### config.mk
export PLATFORM = sky130hd
export DESIGN_NAME = lap_memory_reader
export DESIGN_NICKNAME = d
export VERILOG_FILES = /design/src/rtl/lap_memory_reader.sv
export SDC_FILE = /design/constraint.sdc
export NUM_CORES = 1
export LEC_CHECK = 0
export CORE_ASPECT_RATIO = 0.75
export CORE_UTILIZATION = 38
export CTS_CLUSTER_DIAMETER = 50
export CTS_CLUSTER_SIZE = 10
export DETAILED_ROUTE_END_ITERATION = 8
export GPL_TIMING_DRIVEN = 0
export PLACE_DENSITY = 0.72
export SETUP_SLACK_MARGIN = 0.2
export SYNTH_ARGS = -nofsm -noshare
export SYNTH_HDL_FRONTEND = slang
export SYNTH_SLANG_ARGS = --single-unit
export TNS_END_PERCENT = 1
### constraint.sdc
create_clock -name clk -period 2.4 [get_ports clk]
set_clock_uncertainty 0.2 [all_clocks]
set_input_delay 0.48 -clock clk [delete_from_list [all_inputs] [get_ports clk]]
set_output_delay 0.48 -clock clk [all_outputs]
set_load 0.005 [all_outputs]
### src/rtl/lap_memory_reader.sv
// Playback engine for the lap/pause memory: walks a contiguous range of entries
// through the synchronous read port and streams each value with its index.
module lap_memory_reader #(
    parameter int ADDR_W = 8,
    parameter int DATA_W = 8
) (
    input  logic              clk,
    input  logic              rst,
    input  logic              start,
    input  logic              abort,
    input  logic [ADDR_W-1:0] base_addr,
    input  logic [ADDR_W-1:0] entry_count,
    output logic              mem_rd_en,
    output logic [ADDR_W-1:0] mem_addr,
    input  logic [DATA_W-1:0] mem_rdata,
    output logic [DATA_W-1:0] out_data,
    output logic [ADDR_W-1:0] out_index,
    output logic              out_valid,
    input  logic              out_ready,
    output logic              busy,
    output logic              done
);

    typedef enum logic [2:0] {
        S_IDLE,
        S_FETCH,
        S_WAIT,
        S_PRESENT,
        S_FINISH
    } state_t;

    state_t            state_reg, state_next;
    logic [ADDR_W-1:0] addr_reg, addr_next;
    logic [ADDR_W-1:0] cnt_reg, cnt_next;
    logic [ADDR_W-1:0] idx_reg, idx_next;
    logic [DATA_W-1:0] out_data_reg;
    logic [ADDR_W-1:0] out_index_reg;
    logic              out_valid_reg, busy_reg, done_reg;
    logic              handshake, last_entry;

    assign handshake  = (state_reg == S_PRESENT) && out_valid_reg && out_ready;
    assign last_entry = (idx_reg == cnt_reg - ADDR_W'(1));

    always_ff @(posedge clk or negedge rst) begin
        if (!rst) begin
            state_reg <= S_IDLE;
            addr_reg  <= '0;
            cnt_reg   <= '0;
            idx_reg   <= '0;
        end else begin
            state_reg <= state_next;
            addr_reg  <= addr_next;
            cnt_reg   <= cnt_next;
            idx_reg   <= idx_next;
        end
    end

    always_comb begin
        state_next = state_reg;
        addr_next  = addr_reg;
        cnt_next   = cnt_reg;
        idx_next   = idx_reg;
        case (state_reg)
            S_IDLE: begin
                if (start) begin
                    if (entry_count != '0) begin
                        addr_next  = base_addr;
                        cnt_next   = entry_count;
                        idx_next   = '0;
                        state_next = S_FETCH;
                    end else begin
                        state_next = S_FINISH;
                    end
                end
            end
            S_FETCH: state_next = S_WAIT;
            S_WAIT:  state_next = S_PRESENT;
            S_PRESENT: begin
                if (handshake) begin
                    if (last_entry) begin
                        state_next = S_FINISH;
                    end else begin
                        addr_next  = addr_reg + ADDR_W'(1);  // wraps modulo 2^ADDR_W
                        idx_next   = idx_reg + ADDR_W'(1);
                        state_next = S_FETCH;
                    end
                end
            end
            S_FINISH: state_next = S_IDLE;
            default:  state_next = S_IDLE;
        endcase
        // Abort wins over start and over a same-cycle handshake.
        if (abort) begin
            state_next = S_IDLE;
        end
    end

    always_ff @(posedge clk or negedge rst) begin
        if (!rst) begin
            out_data_reg  <= '0;
            out_index_reg <= '0;
            out_valid_reg <= 1'b0;
            busy_reg      <= 1'b0;
            done_reg      <= 1'b0;
        end else begin
            if (state_reg == S_WAIT) begin
                out_data_reg  <= mem_rdata;
                out_index_reg <= idx_reg;
            end
            out_valid_reg <= (state_next == S_PRESENT);
            busy_reg      <= (state_next != S_IDLE);
            done_reg      <= (state_next == S_FINISH);
        end
    end

    assign mem_rd_en = (state_reg == S_FETCH);
    assign mem_addr  = (state_reg == S_FETCH) ? addr_reg : '0;
    assign out_data  = out_data_reg;
    assign out_index = out_index_reg;
    assign out_valid = out_valid_reg;
    assign busy      = busy_reg;
    assign done      = done_reg;

endmodule

==> impl.org, run 1 <==
** Floorplan
- The initial utilization of the core area, before any placement, comes to 39.8%.
- Die width :: 96.5 um
- The total area inside the core boundary comes to 6380 sq um.
- The die covers 7030 sq um.
- Die outline height :: 72.8 um
- During I/O placement, the number of pins put on the boundary was 57.
- Site row count :: 25

** Routing
- In the detailed route, the total length drawn on met2 is 2880 um.
- In this run, the number of DRC markers left after iteration 0 of detailed routing was 141.
- Top routing layer in use :: met4
- Aggregate routed wire length :: 6450 um
- After detailed routing, the met3 layer carries 278 um of wire.
- First-pass iteration count of the detailed router :: 4
- Detailed-route via count :: 2134
- The detailed router put a total of 3240 um of wire on met1.
- Once detail routing completed, the nets flagged for antenna violations numbered 0.
- After detailed routing, the number of vias per cell comes to 5.30.
- After detailed routing, the average wire length per cell comes to 16.0 um.
- For this run, design rule violations remaining after detail routing come to 0.

** Synthesis
- In the synthesized netlist the dominant register cell turns out to be dfrtp_1.
- Post-synthesis cell area :: 2540 sq um
- The number of nets handed over by synthesis was 271.
- Async S/R FF share, synth :: 100%
- Counting flops with a built-in enable in the synthesized netlist gives 0.
- During synthesis, Yosys emitted a total of 0 warnings.
- Post-synthesis sequential area ratio :: 45.3%
- Count of cell types in the netlist :: 57
- Number of flip-flops and latches in the synthesized netlist :: 46
- Post-synthesis instance total :: 239
- Mean instance size in the synthesized netlist :: 10.6 sq um

** Global routing
- GRT Resource Usage Total :: 19.9%
- Maximum number of pins on one net before global-route repair :: 30
- The number of antenna violations at the first check in global routing was 0.
- Global-route wire length before repair :: 10600 um
- Number of global-route vias before repair :: 2075
- The total overflow left after global routing is 0.

** Clock network
- The clock reaches the later pin of the worst-skew pair after 0.31 ns.
- The clock net in this run drives a total of 46 sinks.
- TritonCTS clock tree :: done
- Root buffer cell :: clkbuf_8
- Cts bufs inserted :: 5
- After clock tree synthesis, the clock-pin slew on the worst setup and hold paths is 0.10 ns.
- In this run the number of H-tree levels came out at 2.
- Counting along the longest clock path gives a buffer depth of 2.

** Pwr
- Cell internal power was estimated by the tool at 1590 uW.
- Power comes to 2370 uW.
- The clock network burns 21.0% of the power.
- Part of the power in registers :: 43.0%
- VDD IR max :: 0.000343 V
- In this run switching power makes up 32.8% of total power.
- Proportion of power drawn by combinational gates :: 36.0%
- Power per standard cell area :: 641 nW/um^2
- Leakage power :: 0.00160 uW
- Switching power total :: 779 uW

** Finish
- The post-route netlist has 36.0% of its cells at a drive strength greater than 1.
- Number of filler instances in the final layout :: 577
- Post-route cell area :: 3700 sq um
- The repair_antennas step left the layout with diodes totalling 0.
- Area growth from synthesis to layout :: 45.5%
- Number of nets in the final layout :: 353
- The finished layout holds 403 standard cells, fillers aside.
- Leading cell type in the layout, fill and taps excluded :: clkdlybuf4s50_1
- Most frequent cells in the layout :: 46 x clkdlybuf4s50_1, 42 x dfrtp_1, 28 x nand2_1, 18 x mux2_2, 13 x buf_6

** Flow run
- Max-capacitance violation count :: 0

** Min path
- Startpoint of the most critical hold path :: out_index[6]
- Worst hold-check path type :: reg -> reg

** STA
- Count of endpoints failing setup in the final report :: 5
- Final cycle utilization of the critical path :: 101%
- Rel. slew slack :: 61.8%
- In the post-route analysis, the smallest setup slack over all paths is -0.0200 ns.
- Final hold analysis gives a worst-case slack of 0.313 ns.
- Timing would allow up to 0.413 GHz.
- Least-Margin Pin Slew :: 0.569 ns
- Final Hold Fails :: 0
- The routed design could run at a clock period as short as 2.42 ns.
- Final-report max-slew violation count :: 0
- Unrepaired setup endpoints after global routing :: true

** Setup path
- For the worst setup path, the data arrival time is 2.42 ns.
- Among all stages on the critical path, the largest delay is contributed by o31ai_4.
- Data on the critical path is required at its endpoint by 2.40 ns.
- Crit Path Max Fanout :: 7
- In this design, the stage delay of the slowest critical-path cell is 0.46 ns.
- Category of the most critical setup path :: reg -> reg
- The worst setup path is captured at a register.
- The startpoint identified for the worst register-to-register timing path is cnt_reg[0].
- Together, buffers and inverters on the worst path number 3.
- Grouping stages by cell kind, the critical path spends the most delay in compound AO/OA/AOI/OAI gates.
- Ordered cell list for the critical path :: inv_2 > ha_4 > buf_8 > xor2_1 > nor4_1 > and3_2 > o31ai_4 > nor2_4 > buf_6 > o22a_1
- The worst setup path is launched from a register.
- Critical path startpoint :: cnt_reg[0]

** Placement
- Routability congestion estimate from global placement :: 0.848
- Worst-case setup slack after placement :: -0.663 ns
- DP Cell Count :: 377
- Placed cell area :: 3220 sq um
- Number of buffer cells added on primary ports :: 56
- Detailed placement finished with a half-perimeter wire length of 4350 um.

** Status
- The run finished, with violations left.
- The checks that failed: negative setup slack.
[synthesized netlist by cell type (2+ instances only)]
| cell | instances | area, sq um |
|---|---|---|
| or4_1 | 2 | 15.0 |
| nand4_1 | 5 | 31.3 |
| nor2_1 | 12 | 45.0 |
| nand3_1 | 8 | 40.0 |
| nor3_1 | 5 | 25.0 |
| and2_1 | 8 | 50.1 |
| dfrtp_1 | 46 | 1150 |
| nand2_1 | 28 | 105 |
| and3_1 | 4 | 25.0 |
| o21a_1 | 2 | 15.0 |
| ha_1 | 3 | 37.5 |
| buf_2 | 3 | 15.0 |
| xnor2_1 | 4 | 35.0 |
| o22a_1 | 4 | 35.0 |
| a2bb2oi_1 | 4 | 35.0 |
| or3_1 | 4 | 25.0 |
| nand3b_1 | 2 | 15.0 |
| xor2_1 | 5 | 43.8 |
| a21oi_1 | 4 | 20.0 |
| mux2_2 | 18 | 203 |
| clkbuf_1 | 7 | 26.3 |
| o21ai_1 | 2 | 10.0 |
| nor2_2 | 2 | 12.5 |
| a31oi_1 | 4 | 25.0 |
| nand3_2 | 2 | 20.0 |
| o22a_2 | 3 | 30.0 |
| nand2b_1 | 4 | 25.0 |
| o21ai_0 | 11 | 55.1 |
| inv_1 | 5 | 18.8 |
[per-stage QoR]
step	util, %	TNS [ns]
floorplan	-	0
global placement	50.2	-42.62
detailed placement	50.5	-11.03
CTS	55.1	-0.136
global route	58.0	-1.09
finish	58.0	-0.0427
[timing repair]
item                                   CTS  global route
endpoints found under the hold margin   17             0
setup buffers                           13             2
pin swaps                               11             9
hold buffers                             1             0
cloned                                   2             0
gates resized for setup                 52            51
setup endpoints to repair               45            35
[power by group through the flow]
| stage | sequential (uW) | combinational, uW | clock [uW] |
|---|---|---|---|
| finish | 1020 | 854 | 497 |
| global route | 1040 | 930 | 534 |
| CTS | 1010 | 749 | 506 |
| detailed placement | 1030 | 677 | 0 |
| global placement | 1020 | 656 | 0 |
| floorplan | 1000 | 397 | 0 |
[final cells by class]
type                    instances  area, sq um  area share (%)
multi-input cells             176         1480            39.9
repair buffers                 75          757            20.5
well taps                      81          101            2.74
clock buffers                   5         68.8            1.86
clock inverters                 3         21.3           0.575
plain buffers                  12         98.8            2.67
inverters                       5         18.8           0.507
flip-flops and latches         46         1160            31.3
[cell families after synthesis]
group	count (synthesis)	synth area share, %
AOI/OAI and AO/OA	49	16.6
adders and majority gates	3	1.48
buffers and inverters	17	3.40
and+or+nand+nor	94	20.5
muxes	20	8.96
xor gates and xnor gates	10	3.74
DFF	46	45.3
[metal layers]
layer / track usage, % / vias up
li1: - / 1036
met1: 31.1 / 1036
met2: 28.0 / 55
met3: 3.75 / 7
met4: 5.07 / 0
met5: 0 / -
[path summary, 6_finish.rpt]
| kind | to | slack, ns | depth (start not counted) |
|---|---|---|---|
| worst max-delay path | addr_reg[4] | -0.02 | 10 |
| worst min-delay path | out_index[6] | 0.31 | 1 |
| worst max register to register | addr_reg[4] | -0.02 | 10 |
| worst min register to register | out_index[6] | 0.31 | 1 |
| max in group asynchronous | idx_reg[6] | 1.04 | 3 |
| min in group asynchronous | addr_reg[4] | 0.44 | 2 |
(Power assumes the default switching activity.)
==> run 2, diff against run 1 <==
--- a/config.mk
+++ b/config.mk
@@ -5,13 +5,14 @@
 export SDC_FILE = /design/constraint.sdc
 export NUM_CORES = 1
 export LEC_CHECK = 0
+export ABC_AREA = 1
 export CORE_ASPECT_RATIO = 0.75
 export CORE_UTILIZATION = 38
 export CTS_CLUSTER_DIAMETER = 50
 export CTS_CLUSTER_SIZE = 10
 export DETAILED_ROUTE_END_ITERATION = 8
 export GPL_TIMING_DRIVEN = 0
-export PLACE_DENSITY = 0.72
+export PLACE_DENSITY = 0.71
 export SETUP_SLACK_MARGIN = 0.2
 export SYNTH_ARGS = -nofsm -noshare
 export SYNTH_HDL_FRONTEND = slang
==> run 2 against run 1 <==
Effect of this change:
- the run now ends clean
- critical path type unchanged
- die area barely moved
- cell count rose by 21%
- area after synthesis barely moved
- highest routed layer unchanged
- critical path depth rose by 4
- sequential power rose by 6%
- largest cell class unchanged
- cell area fell by 5.9%
- register-to-register slack improved by 0.20 ns
- sequential share of layout area rose by 1.9 points
- routed wire length fell by 2.2%
- worst setup slack improved by 0.20 ns
- synthesized cell count rose by 41%
- count of clock-buffer cells in the layout did not move
==> impl.org, run 2 <==
** Finish
- The signed area change from the synthesized netlist to the final layout came to 36.7% (was 45.5%).
- Fraction of layout instances using a drive strength above 1 :: 15.0% (was 36.0%)
- Leading cell type in the layout, fill and taps excluded :: nand2_1 (was clkdlybuf4s50_1)
- Most frequent cells in the layout :: 107 x nand2_1, 46 x clkdlybuf4s50_1, 45 x dfrtp_1, 36 x inv_1, 31 x nor2_1 (was 46 x clkdlybuf4s50_1, 42 x dfrtp_1, 28 x nand2_1, 18 x mux2_2, 13 x buf_6)
- The antenna cell count was 0 (unchanged).
- The final net count is 437 (was 353).
- Number of filler instances in the final layout :: 600 (was 577)

** Global routing
- GRT Resource Usage Total :: 19.2% (was 19.9%)
- Number of global-route vias before repair :: 2219 (was 2075)
- Antenna violations before repair :: 0 (unchanged)
- The pin count of the biggest net entering global routing came to 36 (was 30).
- Global-route wire length before repair :: 10400 um (was 10600 um)
- The total global routing overflow was 0 (unchanged).

** Floorplan
- The die boundary height is 72.9 um (was 72.8 um).
- The initial core utilization came to 39.9% (was 39.8%).
- Site row count :: 25 (unchanged)
- Placeable Area :: 6380 sq um (unchanged)
- Die area :: 7030 sq um (about the same)
- Ports :: 57 (unchanged)
- Die width :: 96.5 um (about the same)

** Pwr
- The net switching power was 947 uW (was 779 uW).
- VDD IR max :: 0.000342 V (was 0.000343 V)
- The share of total power in sequential cells was 41.8% (was 43.0%).
- The internal portion of total power came to 1630 uW (was 1590 uW).
- Clk pwr share :: 19.1% (was 21.0%)
- The total power divided by cell area is 741 nW/um^2 (was 641 nW/um^2).
- Power after layout :: 2580 uW (was 2370 uW)
- The proportion of total power due to net switching is 36.7% (was 32.8%).
- Proportion of power drawn by combinational gates :: 39.1% (was 36.0%)
- The static leakage came to 0.00180 uW (was 0.00160 uW).

** Synthesis
- The synthesis warning total is 0 (unchanged).
- Multiplexer fraction of the synthesized cell area :: 0% (was 8.96%)
- Largest family of logic cells by synthesized area :: simple AND/OR/NAND/NOR gates (unchanged)
- The count of flip-flops with a built-in enable after synthesis came to 0 (unchanged).
- The net count after synthesis was 369 (was 271).
- Top cell type's share of synthesized area :: 45.2% (was 45.3%)
- The proportion of synthesized flip-flops having asynchronous set or reset was 100% (unchanged).
- Simple-gate share of the synthesized area :: 30.4% (was 20.5%)
- Library cell occupying the most area in the post-synthesis netlist :: dfrtp_1 (unchanged)
- Count of cell types in the netlist :: 28 (was 57)
- Leading cell types by total area after synthesis: dfrtp_1 45%, nand2_1 17%, inv_1 5.8% (was dfrtp_1 45%, mux2_2 8.0%, nand2_1 4.1%).
- The mean instance size in the synthesized netlist is 7.55 sq um (was 10.6 sq um).
- The post-synthesis share of cell area spent on full adders, half adders and majority gates is 1.47% (was 1.48%).
- The post-synthesis share of cell area spent on xor and xnor gates was 3.10% (was 3.74%).
- Post-synthesis cell area :: 2540 sq um (about the same)
- The most used standard cell by instance count after synthesis is nand2_1 (was dfrtp_1).
- Compound-gate portion of the synthesized area :: 11.0% (was 16.6%)
- The main flop type after synthesis is dfrtp_1 (unchanged).
- The flop and latch count out of synthesis was 46 (unchanged).
- Post-synthesis instance total :: 337 (was 239)
- Post-synth top cells: 114 x nand2_1, 46 x dfrtp_1, 39 x inv_1, 32 x nor2_1, 25 x o21ai_0 (was 46 x dfrtp_1, 28 x nand2_1, 18 x mux2_2, 12 x nor2_1, 11 x o21ai_0).
- The register area share after synthesis was 45.2% (was 45.3%).

** STA
- Count of endpoints failing setup in the final report :: 0 (was 5)
- The hold violation total from the final report came to 0 (unchanged).
- The share of the cycle needed by the critical path after routing came to 92.3% (was 101%).
- Final-report max-slew violation count :: 0 (unchanged)
- The tightest slew margin relative to the limit came to 69.0% (was 61.8%).
- Minimum setup slack in the final design :: 0.184 ns (was -0.0200 ns)
- Minimum clock period after layout :: 2.22 ns (was 2.42 ns)
- Least-Margin Pin Slew :: 0.465 ns (was 0.569 ns)
- Unrepaired setup endpoints after global routing: true (unchanged).
- Top achievable clock speed :: 0.451 GHz (was 0.413 GHz)

** Setup path
- Category of the most critical setup path :: reg -> reg (unchanged)
- The depth of the worst register-to-register path is 14 (was 10).
- Slowest cell delay on critical path :: 0.41 ns (was 0.46 ns)
- The data arrival time of the critical path came to 2.20 ns (was 2.42 ns).
- Slowest library cell on the worst path :: dfrtp_1 (was o31ai_4)
- Critical path endpoint category :: register (unchanged)
- Critical Path Source Type :: register (unchanged)
- Ordered cell list for the critical path :: inv_2 > ha_4 > inv_2 > nand2_2 > nand2_1 > nor2_1 > nand3_1 > nor2_2 > nand3_2 > nand2_4 > nand2_8 > buf_12 > nand4_4 > nand2_1 (was inv_2 > ha_4 > buf_8 > xor2_1 > nor4_1 > and3_2 > o31ai_4 > nor2_4 > buf_6 > o22a_1)
- The data required time at the worst endpoint was 2.38 ns (was 2.40 ns).
- The maximum fanout along the worst path came to 10 (was 7).

** Routing
- Remaining DRCs :: 0 (unchanged)
- First DRT Iteration DRCs :: 138 (was 141)
- The number of nets still failing antenna checks after routing is 0 (unchanged).
- Vias per inst :: 4.85 (was 5.30)
- The total vias in the final route is 2360 (was 2134).
- First-pass iteration count of the detailed router :: 4 (unchanged)
- Aggregate routed wire length :: 6310 um (was 6450 um)
- The wire length per cell after detailed routing came to 12.9 um (was 16.0 um).

** Clock network
- The root buffer selected by CTS was clkbuf_8 (unchanged).
- The number of H-tree levels came to 2 (unchanged).
- The number of clock sinks is 46 (unchanged).
- The buffer levels on the longest clock path is 2 (unchanged).
- Cts bufs inserted :: 5 (unchanged)
- The CTS tree is done (unchanged).
- Clock-pin transition on the worst setup and hold timing paths :: 0.09 ns (was 0.10 ns)
- The clock insertion delay at the later pin of the skew report came to 0.30 ns (was 0.31 ns).

** Status
- Result of the run :: complete, no violations (was finished, violations left)

** Placement
- Worst-case setup slack after placement :: -0.0346 ns (was -0.663 ns)
- Number of buffer cells added on primary ports :: 56 (unchanged)
- The detailed placement HPWL was 4700 um (was 4350 um).
- Routability congestion estimate from global placement :: 0.848 (about the same)

** Flow run
- Max-capacitance violation count :: 0 (unchanged)

** Min path
- Worst hold-check path type :: reg -> reg (unchanged)
- The cell count of the worst hold path was 2 (was 1).
==> run 2: changes by cell type after synthesis, moves of 9 or more <==
cell	previous run	this run
o21ai_0	11	25
nand3_1	8	17
inv_1	5	39
mux2_2	18	0
nand2_1	28	114
o21ai_2	0	12
nor2_1	12	32
==> run 2: path summary, 6_finish.rpt <==
check,start,endpoint,slack [ns]
worst max-delay path,cnt_reg[0],idx_reg[4],0.18
worst min-delay path,out_data[3],out_data[3],0.28
worst max register to register,cnt_reg[0],idx_reg[4],0.18
worst min register to register,out_data[3],out_data[3],0.28
max in group asynchronous,rst,state_reg[1],1.12
min in group asynchronous,rst,addr_reg[7],0.39
==> run 2: per-layer routing <==
metal / vias up / GRT usage [%] / part of all wire, % / wire length [um]
li1: 1197 / - / - / -
met3: 2 / 4.38 / 6.0 / 379
met4: 0 / 1.96 / 0.19 / 12
met2: 66 / 28.0 / 43 / 2720
met1: 1095 / 29.7 / 51 / 3190
met5: - / 0 / 0 / 0
==> run 2: what timing repair did <==
| action | CTS | global route |
|---|---|---|
| resized for setup | 5 | 32 |
| setup endpoints to repair | 17 | 26 |
| endpoints found under the hold margin | 11 | 0 |
| pin swaps | 1 | 12 |
| buffers inserted | 3 | 0 |
| hold buffers | 1 | 0 |
==> run 2: stage by stage <==
| stage | cell area, sq um | utilization (%) | setup TNS, ns | hold WS, ns | cells |
|---|---|---|---|---|---|
| CTS | 3360 | 52.6 | 0 | 0.281 | 487 |
| global placement | 3210 | 50.3 | -30.92 | 0.256 | 474 |
| floorplan | 2540 | - | 0 | -0.0156 | 337 |
| global route | 3480 | 54.5 | 0 | 0.317 | 487 |
| finish | 3480 | 54.5 | 0 | 0.276 | 487 |
| detailed placement | 3220 | 50.5 | -0.200 | 0.186 | 475 |
==> run 2: critical path, delay by kind of cell (launching register included) <==
kind | cells | cell delay, ns
and+or+nand+nor | 10 | 0.91
adders and majority gates | 1 | 0.28
buffers and inverters | 3 | 0.30
DFF | 1 | 0.41
==> run 2: logic make-up after synthesis <==
kind of cell,Yosys count
and+or+nand+nor,181
AOI/OAI and AO/OA,45
buffers and inverters,53
DFF,46
adders and majority gates,3
xor gates and xnor gates,9
==> run 2: area by class of cell <==
class	count	area [sq um]	share of cell area, %
Multi-Input combinational cell	238	1260	36.2
Sequential cell	46	1150	33.1
Timing Repair Buffer	61	627	18.0
Inverter	44	168	4.82
Tap cell	81	101	2.91
Buffer	9	76.3	2.19
Clock buffer	5	68.8	1.98
Clock inverter	3	25.0	0.719
==> run 2: power by group through the flow <==
stage	logic [uW]	clock network [uW]	registers, uW
CTS	957	504	1080
detailed placement	939	0	1090
global placement	914	0	1080
finish	1010	492	1080
global route	1140	537	1100
floorplan	540	0	1070
==> run 3, diff against run 2 <==
--- a/config.mk
+++ b/config.mk
@@ -6,6 +6,7 @@
 export NUM_CORES = 1
 export LEC_CHECK = 0
 export ABC_AREA = 1
+export ABC_CLOCK_PERIOD_IN_PS = 2400
 export CORE_ASPECT_RATIO = 0.75
 export CORE_UTILIZATION = 38
 export CTS_CLUSTER_DIAMETER = 50
==> results of run 3 <==
No change in the layout: final DEF, timing and power equal those of run 2.
